**src/rtl/cpu_pkg.sv**
```systemverilog
// Shared CPU front-end definitions: PC width, the NOP encoding and the fetch FSM states.
package cpu_pkg;

    localparam int PC_W = 16;
    localparam logic [PC_W-1:0] NOP_INSTR = 16'h0800;

    typedef enum logic [1:0] {
        IDLE    = 2'd0,
        REQ     = 2'd1,
        WAIT    = 2'd2,
        DISCARD = 2'd3
    } fetch_state_t;

    typedef struct packed {
        logic [PC_W-1:0] instr;
        logic [PC_W-1:0] next_pc;
    } fetch_entry_t;

endpackage

```
**src/rtl/fetch_fifo.sv**
```systemverilog
// Prefetch queue: DEPTH-entry circular buffer with a combinational head and a flush that empties it.
module fetch_fifo #(
    parameter int DEPTH = 4,
    parameter int W     = 32
) (
    input  logic                       clk,
    input  logic                       rst,
    input  logic                       push,
    input  logic [W-1:0]               push_data,
    input  logic                       pop,
    input  logic                       flush,
    output logic [W-1:0]               head,
    output logic                       full,
    output logic                       empty,
    output logic [$clog2(DEPTH):0]     count
);

    localparam int AW = $clog2(DEPTH);
    localparam int CW = AW + 1;

    logic [W-1:0]  mem [DEPTH];
    logic [AW-1:0] wr_ptr_reg, rd_ptr_reg;
    logic [CW-1:0] count_reg;
    logic          do_push, do_pop;

    assign empty   = (count_reg == '0);
    assign full    = (count_reg == CW'(DEPTH));
    assign count   = count_reg;
    assign head    = mem[rd_ptr_reg];
    assign do_pop  = pop && !empty;
    assign do_push = push && (!full || do_pop);

    always_ff @(posedge clk) begin
        if (do_push && !flush) begin
            mem[wr_ptr_reg] <= push_data;
        end
    end

    always_ff @(posedge clk or negedge rst) begin
        if (!rst) begin
            wr_ptr_reg <= '0;
            rd_ptr_reg <= '0;
            count_reg  <= '0;
        end else if (flush) begin
            wr_ptr_reg <= '0;
            rd_ptr_reg <= '0;
            count_reg  <= '0;
        end else begin
            if (do_push) wr_ptr_reg <= wr_ptr_reg + AW'(1);
            if (do_pop)  rd_ptr_reg <= rd_ptr_reg + AW'(1);
            if (do_push && !do_pop)      count_reg <= count_reg + CW'(1);
            else if (do_pop && !do_push) count_reg <= count_reg - CW'(1);
        end
    end

endmodule

```
**src/rtl/fetch_unit.sv**
```systemverilog
// Instruction fetch stage: single-outstanding memory fetch, prefetch queue and Decode output register.
// Optional build macro FETCH_PERF_EN adds saturating FetchCount/FlushCount outputs.
module fetch_unit
    import cpu_pkg::*;
#(
    parameter int              DEPTH    = 4,
    parameter logic [PC_W-1:0] RESET_PC = 16'h0000
) (
    input  logic            clk,
    input  logic            rst,
    input  logic            Stall,
    input  logic            Redirect,
    input  logic [PC_W-1:0] TruePC,
    output logic            IMemReq,
    output logic [PC_W-1:0] IMemAddr,
    input  logic            IMemGnt,
    input  logic            IMemValid,
    input  logic [PC_W-1:0] IMemData,
    output logic [PC_W-1:0] Instruct,
    output logic [PC_W-1:0] NextPC,
    output logic            InstrValid
`ifdef FETCH_PERF_EN
    ,
    output logic [15:0]     FetchCount,
    output logic [15:0]     FlushCount
`endif
);

    localparam int CW = $clog2(DEPTH) + 1;

    fetch_state_t    state_reg, state_next;
    logic [PC_W-1:0] fetch_pc_reg, fetch_pc_next;
    logic [PC_W-1:0] instr_reg, next_pc_reg;
    logic            valid_reg;
    logic            granted, push, pop, fifo_push, full, empty;
    logic [CW-1:0]   count;
    fetch_entry_t    head, push_entry;

    // Only one request may be outstanding, so in REQ nothing is in flight and room means count < DEPTH.
    assign IMemReq   = (state_reg == REQ) && (count != CW'(DEPTH));
    assign IMemAddr  = fetch_pc_reg;
    assign granted   = IMemReq && IMemGnt;
    assign pop       = (!valid_reg || !Stall) && !empty && !Redirect;
    assign fifo_push = push && (!full || pop);

    // fetch_pc already points past the in-flight word, so it is that word's NextPC.
    assign push_entry.instr   = IMemData;
    assign push_entry.next_pc = fetch_pc_reg;

    fetch_fifo #(.DEPTH(DEPTH), .W(2 * PC_W)) u_fifo (
        .clk       (clk),
        .rst       (rst),
        .push      (fifo_push),
        .push_data (push_entry),
        .pop       (pop),
        .flush     (Redirect),
        .head      (head),
        .full      (full),
        .empty     (empty),
        .count     (count)
    );

    always_comb begin
        state_next    = state_reg;
        fetch_pc_next = fetch_pc_reg;
        push          = 1'b0;
        case (state_reg)
            IDLE:    state_next = REQ;
            REQ: begin
                if (granted) begin
                    fetch_pc_next = fetch_pc_reg + 16'd1;
                    state_next    = WAIT;
                end
            end
            WAIT: begin
                if (IMemValid) begin
                    push       = 1'b1;
                    state_next = REQ;
                end
            end
            DISCARD: if (IMemValid) state_next = REQ;
            default: state_next = IDLE;
        endcase
        // A response landing in the redirect cycle is dropped, which also retires the outstanding request.
        if (Redirect) begin
            push          = 1'b0;
            fetch_pc_next = TruePC;
            if (granted || (((state_reg == WAIT) || (state_reg == DISCARD)) && !IMemValid))
                state_next = DISCARD;
            else
                state_next = REQ;
        end
    end

    always_ff @(posedge clk or negedge rst) begin
        if (!rst) begin
            state_reg    <= IDLE;
            fetch_pc_reg <= RESET_PC;
        end else begin
            state_reg    <= state_next;
            fetch_pc_reg <= fetch_pc_next;
        end
    end

    always_ff @(posedge clk or negedge rst) begin
        if (!rst) begin
            valid_reg   <= 1'b0;
            instr_reg   <= NOP_INSTR;
            next_pc_reg <= RESET_PC + 16'd1;
        end else if (Redirect) begin
            valid_reg   <= 1'b0;
            instr_reg   <= NOP_INSTR;
            next_pc_reg <= TruePC;
        end else if (pop) begin
            valid_reg   <= 1'b1;
            instr_reg   <= head.instr;
            next_pc_reg <= head.next_pc;
        end else if (!Stall) begin
            valid_reg   <= 1'b0;
            instr_reg   <= NOP_INSTR;
        end
    end

    assign Instruct   = instr_reg;
    assign NextPC     = next_pc_reg;
    assign InstrValid = valid_reg;

`ifdef FETCH_PERF_EN
    logic [15:0] fetch_count_reg, flush_count_reg;

    always_ff @(posedge clk or negedge rst) begin
        if (!rst) begin
            fetch_count_reg <= '0;
            flush_count_reg <= '0;
        end else begin
            if (fifo_push && !Redirect && (fetch_count_reg != 16'hFFFF))
                fetch_count_reg <= fetch_count_reg + 16'd1;
            if (Redirect && (flush_count_reg != 16'hFFFF))
                flush_count_reg <= flush_count_reg + 16'd1;
        end
    end

    assign FetchCount = fetch_count_reg;
    assign FlushCount = flush_count_reg;
`endif

endmodule

```
**config.mk**
```make
export PLATFORM = sky130hd
export DESIGN_NAME = fetch_unit
export DESIGN_NICKNAME = d
export VERILOG_FILES = /design/src/rtl/cpu_pkg.sv /design/src/rtl/fetch_fifo.sv /design/src/rtl/fetch_unit.sv
export SDC_FILE = /design/constraint.sdc
export NUM_CORES = 1
export LEC_CHECK = 0
export BUFFER_PORTS_ARGS = -buffer_cell sky130_fd_sc_hd__buf_4
export CAP_MARGIN = 20
export CORE_MARGIN = 1.5
export CORE_UTILIZATION = 52
export CTS_BUF_LIST = sky130_fd_sc_hd__clkbuf_16
export CTS_CLUSTER_SIZE = 28
export DETAILED_ROUTE_END_ITERATION = 7
export PLACE_DENSITY_LB_ADDON = 0.15
export SYNTH_ARGS = -nofsm -noshare
export SYNTH_HDL_FRONTEND = slang
export SYNTH_HIERARCHICAL = 1
export SYNTH_SLANG_ARGS = --single-unit
```
**constraint.sdc**
```tcl
create_clock -name clk -period 4.7 [get_ports clk]
set_clock_uncertainty 0.1 [all_clocks]
set_input_delay 1.41 -clock clk [delete_from_list [all_inputs] [get_ports clk]]
set_output_delay 1.41 -clock clk [all_outputs]
set_load 0.1 [all_outputs]
```
==> impl_metrics.ini <==
[floorplan]
die_h_um = 124
start_util = 0.538
rows = 43
ios = 88
core-area_um2 = 14000
die_area_um2 = 15300
die_x_um = 124

[clock_tree]
ctsHoldBuffers = 0
path_clk_slew_ns = 0.06
cts-root-buf = clkbuf_16
clock-sinks = 186
cts_resized = 0
cts_buffers = 17
clk_path_buf_depth = 2
cts_setup_buffers = 0
htreeDepth = 4
clkLatencyLatePin_ns = 0.42
tritoncts = yes

[logic_synthesis]
syn_area_per_cell_um2 = 16.5
synth-seq-cells = 186
yosysUniqueCellTypes = 50
synthCells = 459
ys_warn_count = 6
synth_flop_cell = edfxtp_1
synth_edf_count = 128
synthArstFlopShare = 0.312
ys_seq_area_frac = 0.701
synth_area_um2 = 7560
syn-num-nets = 503

[setup_path]
startpoint = Redirect
cpPeakStageDelay_ns = 0.45
r2r-end = u_fifo/mem[3][27]$_DFFE_PP_
r2r_setup_slack_ns = 1.40
worst_ep_arrival_time_ns = 3.77
timing.rr.start = u_fifo/count[0]$_DFFE_PN0P_
critPathSlowestCell = buf_4
setup.worst_path.start_class = primary input
crit_end = u_fifo/mem[3][27]$_DFFE_PP_
r2r_cells = 8
cp_cell_sequence = buf_4 -> inv_1 -> and2_1 -> nor2b_1 -> nor4b_1 -> o21ai_0 -> nor3b_2 -> buf_4
cp_num_cells = 8
cp_top_family = simple AND/OR/NAND/NOR gates
path_class = in2reg
crit_path_frequent_cell = buf_4
cp_data_required_time_ns = 4.65
path_buf_inv = 3
crit_fanout = 46
critPathCaptureType = flop

[drt]
routed_wl_um = 15300
drc = 0
via_per_inst = 5.77
ant_nets = 0
drtIter0Drc = 250
avgRoutedWirePerCell_um = 20.6
drtPass1Iterations = 5
via_count = 4281

[final_layout]
finalNonFillerCells = 742
top_register = u_fifo/mem
area.growth.synth_to_final_pct = 19.3
final_cell_mix = 128 x edfxtp_1, 98 x buf_4, 55 x dfrtp_1
final.fill_count = 1024
largest_reg_flops = 128
drive_above_1_share = 0.317
diodes = 0
mostFrequentLayoutCell = edfxtp_1
utilization = 0.643
design_area_um2 = 9020
nNetsFinal = 593

[sta]
worst_pin_slew_ns = 0.912
drv_slew = 0
fin_tns_setup_ns = 0
post-route-period-util = 0.813
hold_violations = 0
finalCriticalPeriod_ns = 3.82
max_freq_mhz = 262
grt_setup_unrepaired = false
setup_viol = 0
relSlewSlack = 0.392
holdWs_ns = 0.378

[placed_design]
gp_congestion = 0.728
portBuffers = 87
dp.cells = 710
placed_area_um2 = 8420
place.detailed.hpwl_um = 9490

[pwr]
leakagePower_nw = 3.34
pwr-share-comb = 0.111
p_sw_w = 0.000960
p_per_area_nw_per_um2 = 409
clock_power_share = 0.389
ir_drop_uv = 272
internal_power_w = 0.00273
seqPwrFrac = 0.500
netSwitchingFraction = 0.260

[global_routing]
grt_pass1_vias = 4299
grt_overflow = 0
grt_max_degree = 59
antenna_found_initial = 0
grtUsageTotal = 0.217
grt_pass1_wl_um = 23900

[min_path]
hold_class = reg2reg

[run]
maxCapViolCount = 0

[run_status]
status = complete, no violations
-- stage by stage --
stage	total power (W)	setup WS (ns)
CTS	0.00373	0.889
floorplan	0.00216	-0.945
detailed placement	0.00229	0.448
global placement	0.00229	0.559
global route	0.00382	0.632
finish	0.00369	0.881
-- final cells by class --
cell class	count	area, µm²	share of cell area
Sequential cell	186	5300	0.587
Multi-Input combinational cell	236	2120	0.235
Timing Repair Buffer	98	736	0.0815
Clock buffer	17	425	0.0472
Tap cell	180	225	0.0250
Clock inverter	15	175	0.0194
Inverter	10	37.5	0.00416
-- worst min path at each step --
stage                             start                  endpoint  cells after the start
6_report         NextPC[12]$_DFFE_PN0P_    NextPC[12]$_DFFE_PN0P_                      2
5_1_grt           NextPC[0]$_DFFE_PN1P_     NextPC[0]$_DFFE_PN1P_                      2
2_1_floorplan  state_reg[1]$_DFFE_PN0P_  state_reg[1]$_DFFE_PN0P_                      2
3_3_place_gp   Instruct[11]$_DFFE_PN1P_  Instruct[11]$_DFFE_PN1P_                      2
3_5_place_dp     NextPC[12]$_DFFE_PN0P_    NextPC[12]$_DFFE_PN0P_                      2
4_1_cts          NextPC[12]$_DFFE_PN0P_    NextPC[12]$_DFFE_PN0P_                      2
-- cell usage after synthesis, drive strengths merged, types with 2 or more instances --
cell type	instances	share of area
nand4	3	0.0025
mux2	4	0.0065
nor3b	7	0.0084
inv	10	0.0050
a21oi	3	0.0020
o21ai	31	0.021
or3	7	0.0060
a21boi	7	0.0070
a31oi	8	0.0066
o21a	2	0.0030
dfstp	2	0.0070
nor4	4	0.0033
mux4	32	0.095
xnor2	6	0.0070
ha	5	0.0083
mux2i	12	0.016
dfrtp	56	0.19
edfxtp	128	0.51
o31ai	2	0.0020
nor2b	3	0.0025
buf	12	0.0088
and4	2	0.0023
nand2b	6	0.0050
o31a	4	0.0050
nand2	29	0.014
a22o	15	0.017
and2	2	0.0017
nor2	19	0.0094
clkbuf	15	0.0074
nor4b	4	0.0046
or4	2	0.0020
xor2	4	0.0046
nand3	4	0.0026
-- power by group through the flow --
| stage | clock [W] | sequential, W | combinational, W |
|---|---|---|---|
| after floorplan | 0 | 0.00207 | 0.0000901 |
| after global placement | 0 | 0.00188 | 0.000408 |
| after detailed placement | 0 | 0.00188 | 0.000413 |
| after CTS | 0.00147 | 0.00185 | 0.000414 |
| after global routing | 0.00153 | 0.00185 | 0.000432 |
| final | 0.00144 | 0.00185 | 0.000411 |
-- layer usage --
metal	part of all wire	global-route usage
met1	0.45	0.308
met2	0.49	0.340
met3	0.052	0.0440
met4	0.011	0.0797
met5	0	0
-- kinds of logic after synthesis --
logic type	Yosys count	synth area share
xor+xnor	10	0.0116
fa+ha+maj	6	0.0109
buf+inv	37	0.0212
simple gates	97	0.0713
compound gates	75	0.0665
mux	48	0.118
flops	186	0.701
-- worst min-delay path, stage by stage (launching register included) --
cell	delay [ns]
dfrtp_1	0.34
nand2_1	0.04
o21ai_0	0.06
Power figures use the tool's default switching activity.
